`src/rtl/count_mon_pkg.sv`:
```
// Shared types and default thresholds for the count window monitor.
// The default constants are also used by the counter bench comparators.
package count_mon_pkg;

    localparam int unsigned DEFAULT_WIDTH = 8;
    localparam int unsigned DEFAULT_LO    = 5;
    localparam int unsigned DEFAULT_HI    = 7;

    typedef enum logic [1:0] {
        ST_IDLE   = 2'd0,
        ST_BELOW  = 2'd1,
        ST_INSIDE = 2'd2,
        ST_ABOVE  = 2'd3
    } mon_state_e;

endpackage

```
`src/rtl/sat_counter.sv`:
```
// Saturating up-counter with synchronous reset and load-to-one.
module sat_counter #(
    parameter int unsigned W = 8
) (
    input  logic         clk,
    input  logic         reset,
    input  logic         load,
    input  logic         inc,
    output logic [W-1:0] q
);

    // Load starts a new run at 1; increments stop at all-ones.
    always_ff @(posedge clk) begin
        if (reset) begin
            q <= '0;
        end else if (load) begin
            q <= W'(1);
        end else if (inc && (q != {W{1'b1}})) begin
            q <= q + W'(1);
        end
    end

endmodule

```
`src/rtl/count_window_monitor.sv`:
```
// Registers count samples, tracks position relative to the window (LO, HI],
// and reports entry/exit pulses, dwell/pass statistics and a sticky step error.
module count_window_monitor
    import count_mon_pkg::*;
#(
    parameter int unsigned WIDTH   = DEFAULT_WIDTH,
    parameter int unsigned LO      = DEFAULT_LO,
    parameter int unsigned HI      = DEFAULT_HI,
    parameter int unsigned DWELL_W = 16,
    parameter int unsigned PASS_W  = 8
) (
    input  logic               clk,
    input  logic               reset,
    input  logic               sample_en,
    input  logic               clear,
    input  logic [WIDTH-1:0]   count,
    output logic               in_window,
    output logic               enter_pulse,
    output logic               exit_pulse,
    output logic [DWELL_W-1:0] dwell_cycles,
    output logic [PASS_W-1:0]  pass_count,
    output logic               step_err,
    output logic [1:0]         state
);

    if ((LO >= HI) || ((HI >> WIDTH) != 0)) begin : g_bad_window
        $error("count_window_monitor: require LO < HI < 2**WIDTH");
    end

    localparam logic [WIDTH-1:0] LO_V = WIDTH'(LO);
    localparam logic [WIDTH-1:0] HI_V = WIDTH'(HI);

    mon_state_e       state_q, state_d;
    logic [WIDTH-1:0] prev_q, prev_d;
    logic             in_window_d;
    logic             enter_d;
    logic             exit_d;
    logic             step_err_d;
    logic             dwell_load;
    logic             dwell_inc;
    logic             pass_inc;
    logic             accept;
    logic             stat_rst;
    mon_state_e       region;

    assign accept   = sample_en && !clear;
    assign stat_rst = reset || clear;
    assign state    = 2'(state_q);

    always_comb begin
        if (count <= LO_V) begin
            region = ST_BELOW;
        end else if (count <= HI_V) begin
            region = ST_INSIDE;
        end else begin
            region = ST_ABOVE;
        end
    end

    // Next state is always the region of the accepted sample.
    always_comb begin
        state_d     = state_q;
        prev_d      = prev_q;
        in_window_d = in_window;
        enter_d     = 1'b0;
        exit_d      = 1'b0;
        step_err_d  = step_err;
        dwell_load  = 1'b0;
        dwell_inc   = 1'b0;
        pass_inc    = 1'b0;
        if (accept) begin
            state_d     = region;
            prev_d      = count;
            in_window_d = (region == ST_INSIDE);
            enter_d     = (region == ST_INSIDE) && (state_q != ST_INSIDE);
            exit_d      = (state_q == ST_INSIDE) && (region != ST_INSIDE);
            dwell_load  = enter_d;
            dwell_inc   = (state_q == ST_INSIDE) && (region == ST_INSIDE);
            pass_inc    = (state_q == ST_INSIDE) && (region == ST_ABOVE);
            // IDLE means no valid previous sample, so the first step is free.
            if ((state_q != ST_IDLE) && (count != (prev_q + WIDTH'(1)))) begin
                step_err_d = 1'b1;
            end
        end
    end

    always_ff @(posedge clk) begin
        if (stat_rst) begin
            state_q     <= ST_IDLE;
            prev_q      <= '0;
            in_window   <= 1'b0;
            enter_pulse <= 1'b0;
            exit_pulse  <= 1'b0;
            step_err    <= 1'b0;
        end else begin
            state_q     <= state_d;
            prev_q      <= prev_d;
            in_window   <= in_window_d;
            enter_pulse <= enter_d;
            exit_pulse  <= exit_d;
            step_err    <= step_err_d;
        end
    end

    sat_counter #(.W(DWELL_W)) u_dwell (
        .clk   (clk),
        .reset (stat_rst),
        .load  (dwell_load),
        .inc   (dwell_inc),
        .q     (dwell_cycles)
    );

    sat_counter #(.W(PASS_W)) u_pass (
        .clk   (clk),
        .reset (stat_rst),
        .load  (1'b0),
        .inc   (pass_inc),
        .q     (pass_count)
    );

endmodule

```
`config.mk`:
```
export PLATFORM = sky130hd
export DESIGN_NAME = count_window_monitor
export DESIGN_NICKNAME = d
export VERILOG_FILES = /design/src/rtl/count_mon_pkg.sv /design/src/rtl/sat_counter.sv /design/src/rtl/count_window_monitor.sv
export SDC_FILE = /design/constraint.sdc
export NUM_CORES = 1
export LEC_CHECK = 0
export BUFFER_PORTS_ARGS = -buffer_cell sky130_fd_sc_hd__buf_2
export CORE_UTILIZATION = 45
export DETAILED_ROUTE_END_ITERATION = 6
export PLACE_DENSITY = 0.72
export SLEW_MARGIN = 10
export SYNTH_ARGS = -nofsm -noshare
export SYNTH_HDL_FRONTEND = slang
export SYNTH_SLANG_ARGS = --single-unit
```
`constraint.sdc`:
```
create_clock -name clk -period 3.4 [get_ports clk]
set_input_delay 0.17 -clock clk [delete_from_list [all_inputs] [get_ports clk]]
set_output_delay 0.17 -clock clk [all_outputs]
set_load 0.01 [all_outputs]
```
==> results.yml <==
worst_setup_path:
  end_kind: "register"
  worstPathRequired_ns: 3.61
  slowest_delay_ns: 0.60
  worstSetupPathType: "register to register"
  r2r_start: "state[0]$_SDFFE_PP0P_"
  r2r-end: "u_dwell.q[13]$_SDFFE_PP0P_"
  arrival_ns: 2.29
  cp-start-kind: "register"
  reg2reg_slack_ns: 1.33
  rr_worst_depth: 5
  crit_chain: "or4bb_1, nor4_4, o2111ai_1, or3_1, a21oi_1"
  cp_slowest_cell: "or4bb_1"
  worstPathMaxFanout: 6
synthesis:
  ys_warn_count: 0
  synth_area_um2: 1940
  seq_area_frac_synth_pct: 39.3
  netlist_instances: 226
  syn_area_per_cell_um2: 8.57
  synth_seq_cells: 38
  syn_nets: 241
  synth_cell_type_count: 43
placement:
  placed_cell_area_um2: 2190
  gp_congestion: 0.793
  dp_hpwl_mm: 3.09
  place.port_buffers: 41
sta:
  fin_skew_ns: 0.00651
  setup_tns_ns: 0
  tightest_slew_ns: 0.454
  fin_crit_ns: 2.07
  rsz0062_at_grt: "no"
  fmax_mhz: 482
  relSlewSlack_pct: 69.6
  finalHoldViolCount: 0
  post-route-period-util_pct: 61.0
  finalSetupViolCount: 0
  drv_slew: 0
finish:
  multiInputGateArea_um2: 1130
  synthToLayoutAreaGrowth_pct: 16.8
  layout_commonest_cell: "buf_2"
  nFillCells: 374
  layout-drive-gt1-share_pct: 19.3
  regArea_um2: 761
  num_antenna_cells: 0
  nets: 285
  final_area_um2: 2260
  layout_common_cells: "buf_2, dfxtp_1, nor2_1, nand2_1"
worst_hold_path:
  min_from: "reset"
  hold_end: "exit_pulse$_SDFF_PP0_"
  hold_depth: 2
  hp-class: "input pin to register"
pwr:
  p_int_uw: 618
  power_frac_comb_pct: 7.7
  power.density_nw_per_um2: 354
  p_clk_share_pct: 35.3
  ir_drop_mv: 0.178
  p_sw_uw: 184
  p_leak_nw: 0.904
  seq_power_share_pct: 57.0
  p_sw_share_pct: 22.9
route:
  wl_per_cell_um: 12.9
  firstDrtPassIters: 4
  routed_via_density: 5.59
  vias: 1788
  ant_nets: 0
  dr.first_iter.drc_count: 96
  drc: 0
  drt-total-wl_mm: 4.12
clock_network:
  clockBufferDepth: 2
  cts_buffers: 5
  cts_resized: 0
  post-cts-setup-buffers: 0
  cts_tree: "done"
  clockRootBuffer: "clkbuf_8"
  hold_buffers: 0
  clock_sinks: 38
  cts.clk_slew.worst_paths_ns: 0.06
  htree_levels: 2
  clkLatencyLatePin_ns: 0.29
die:
  die_w_um: 67.6
  die_y_um: 67.6
  start_util_pct: 47.7
  fp.dieArea_um2: 4570
  boundaryPins: 42
  num_rows: 23
  core_um2: 4060
global_route:
  grt_pass1_vias: 1634
  antenna_found_initial: 0
  grt_pass1_wl_mm: 6.96
  grt_max_degree: 21
  grt_overflow: 0
  track_usage_pct: 20.1
job:
  cap_violations: 0
status:
  status: "complete, no violations"
==> worst max-delay path by stage <==
stage	slack, ns	cells past startpoint	endpoint	start
after detailed placement	1.15	6	u_dwell.q[13]$_SDFFE_PP0P_	sample_en
after global routing	1.18	5	u_dwell.q[13]$_SDFFE_PP0P_	state[0]$_SDFFE_PP0P_
after global placement	1.22	6	u_dwell.q[9]$_SDFFE_PP0P_	sample_en
after CTS	1.30	5	u_dwell.q[13]$_SDFFE_PP0P_	state[0]$_SDFFE_PP0P_
after floorplan	1.44	6	u_dwell.q[11]$_SDFFE_PP0P_	state[0]$_SDFFE_PP0P_
final	1.33	5	u_dwell.q[13]$_SDFFE_PP0P_	state[0]$_SDFFE_PP0P_
==> power groups by stage <==
stage	Combinational, mW	Clock, mW	Sequential [mW]
6_report	0.0620	0.283	0.457
5_1_grt	0.0693	0.308	0.457
4_1_cts	0.0621	0.290	0.457
3_5_place_dp	0.0620	0	0.467
3_3_place_gp	0.0612	0	0.467
2_1_floorplan	0.0381	0	0.467
==> cells by family after synthesis <==
family | synth area share, %
adders and majority gates | 1.94
and+or+nand+nor | 28.0
AOI/OAI and AO/OA | 14.0
buffers and inverters | 2.33
xor gates and xnor gates | 8.14
muxes | 6.27
DFF | 39.3
==> routing by layer <==
metal,track usage [%],routed length [um],part of all wire (%),up-vias
met4,7.98,57,1.4,0
met1,25.6,1930,47,827
met3,5.41,231,5.6,5
li1,-,-,-,908
met2,31.8,1900,46,48
met5,0,0,0,-
==> through the flow <==
stage / setup slack (ns) / hold WS, ns / cells / util (%) / power (mW)
final: 1.33 / 0.0977 / 320 / 55.8 / 0.802
after detailed placement: 1.15 / 0.387 / 313 / 53.9 / 0.529
after CTS: 1.30 / 0.0891 / 320 / 55.8 / 0.809
after global placement: 1.22 / 0.393 / 313 / 53.9 / 0.528
after floorplan: 1.44 / 0.249 / 226 / - / 0.505
after global routing: 1.18 / 0.0938 / 320 / 55.8 / 0.835
==> area by class of cell <==
| class | instances | area share (%) |
|---|---|---|
| Clock buffer | 7 | 3.37 |
| Inverter | 5 | 0.830 |
| Multi-Input combinational cell | 178 | 50.0 |
| Sequential cell | 38 | 33.6 |
| Tap cell | 50 | 2.77 |
| Timing Repair Buffer | 42 | 9.40 |
==> worst max-delay path: cells and delay by family (launching register included) <==
kind,cells,cell delay [ns]
simple gates,3,1.27
compound gates,2,0.39
flops,1,0.34
==> cells in the mapped netlist (all sizes together) <==
cell type	count	share of area, %
a211oi	1	0.39
a21o	2	0.77
a21oi	12	3.1
a31oi	3	0.97
and2	2	0.65
and3	6	1.9
and4	2	0.90
buf	2	0.77
clkbuf	3	0.58
dfxtp	38	39
ha	3	1.9
inv	5	0.97
mux2	1	0.58
mux2i	11	5.7
nand2	14	2.7
nand2b	1	0.32
nand3	12	3.1
nand4	4	1.3
nand4b	1	0.45
nor2	27	5.2
nor2b	3	0.97
nor3	7	1.8
nor3b	3	1.2
nor4	7	3.0
o2111ai	1	0.45
o211ai	2	0.77
o21a	5	1.9
o21ai	13	3.6
o22ai	1	0.32
o311ai	2	0.90
o31a	1	0.45
o31ai	1	0.39
or2	1	0.32
or3	8	2.6
or4	2	0.97
or4bb	1	0.58
xnor2	11	5.0
xor2	7	3.2
==> state kept, by name, indices dropped and copies added (netlist names) <==
| name | count |
|---|---|
| state | 2 |
| step_err | 1 |
| prev_q | 8 |
| u_dwell.q | 16 |
| enter_pulse | 1 |
| u_pass.q | 8 |
| exit_pulse | 1 |
| in_window | 1 |
Note: power is estimated with default switching activity, not from simulation.
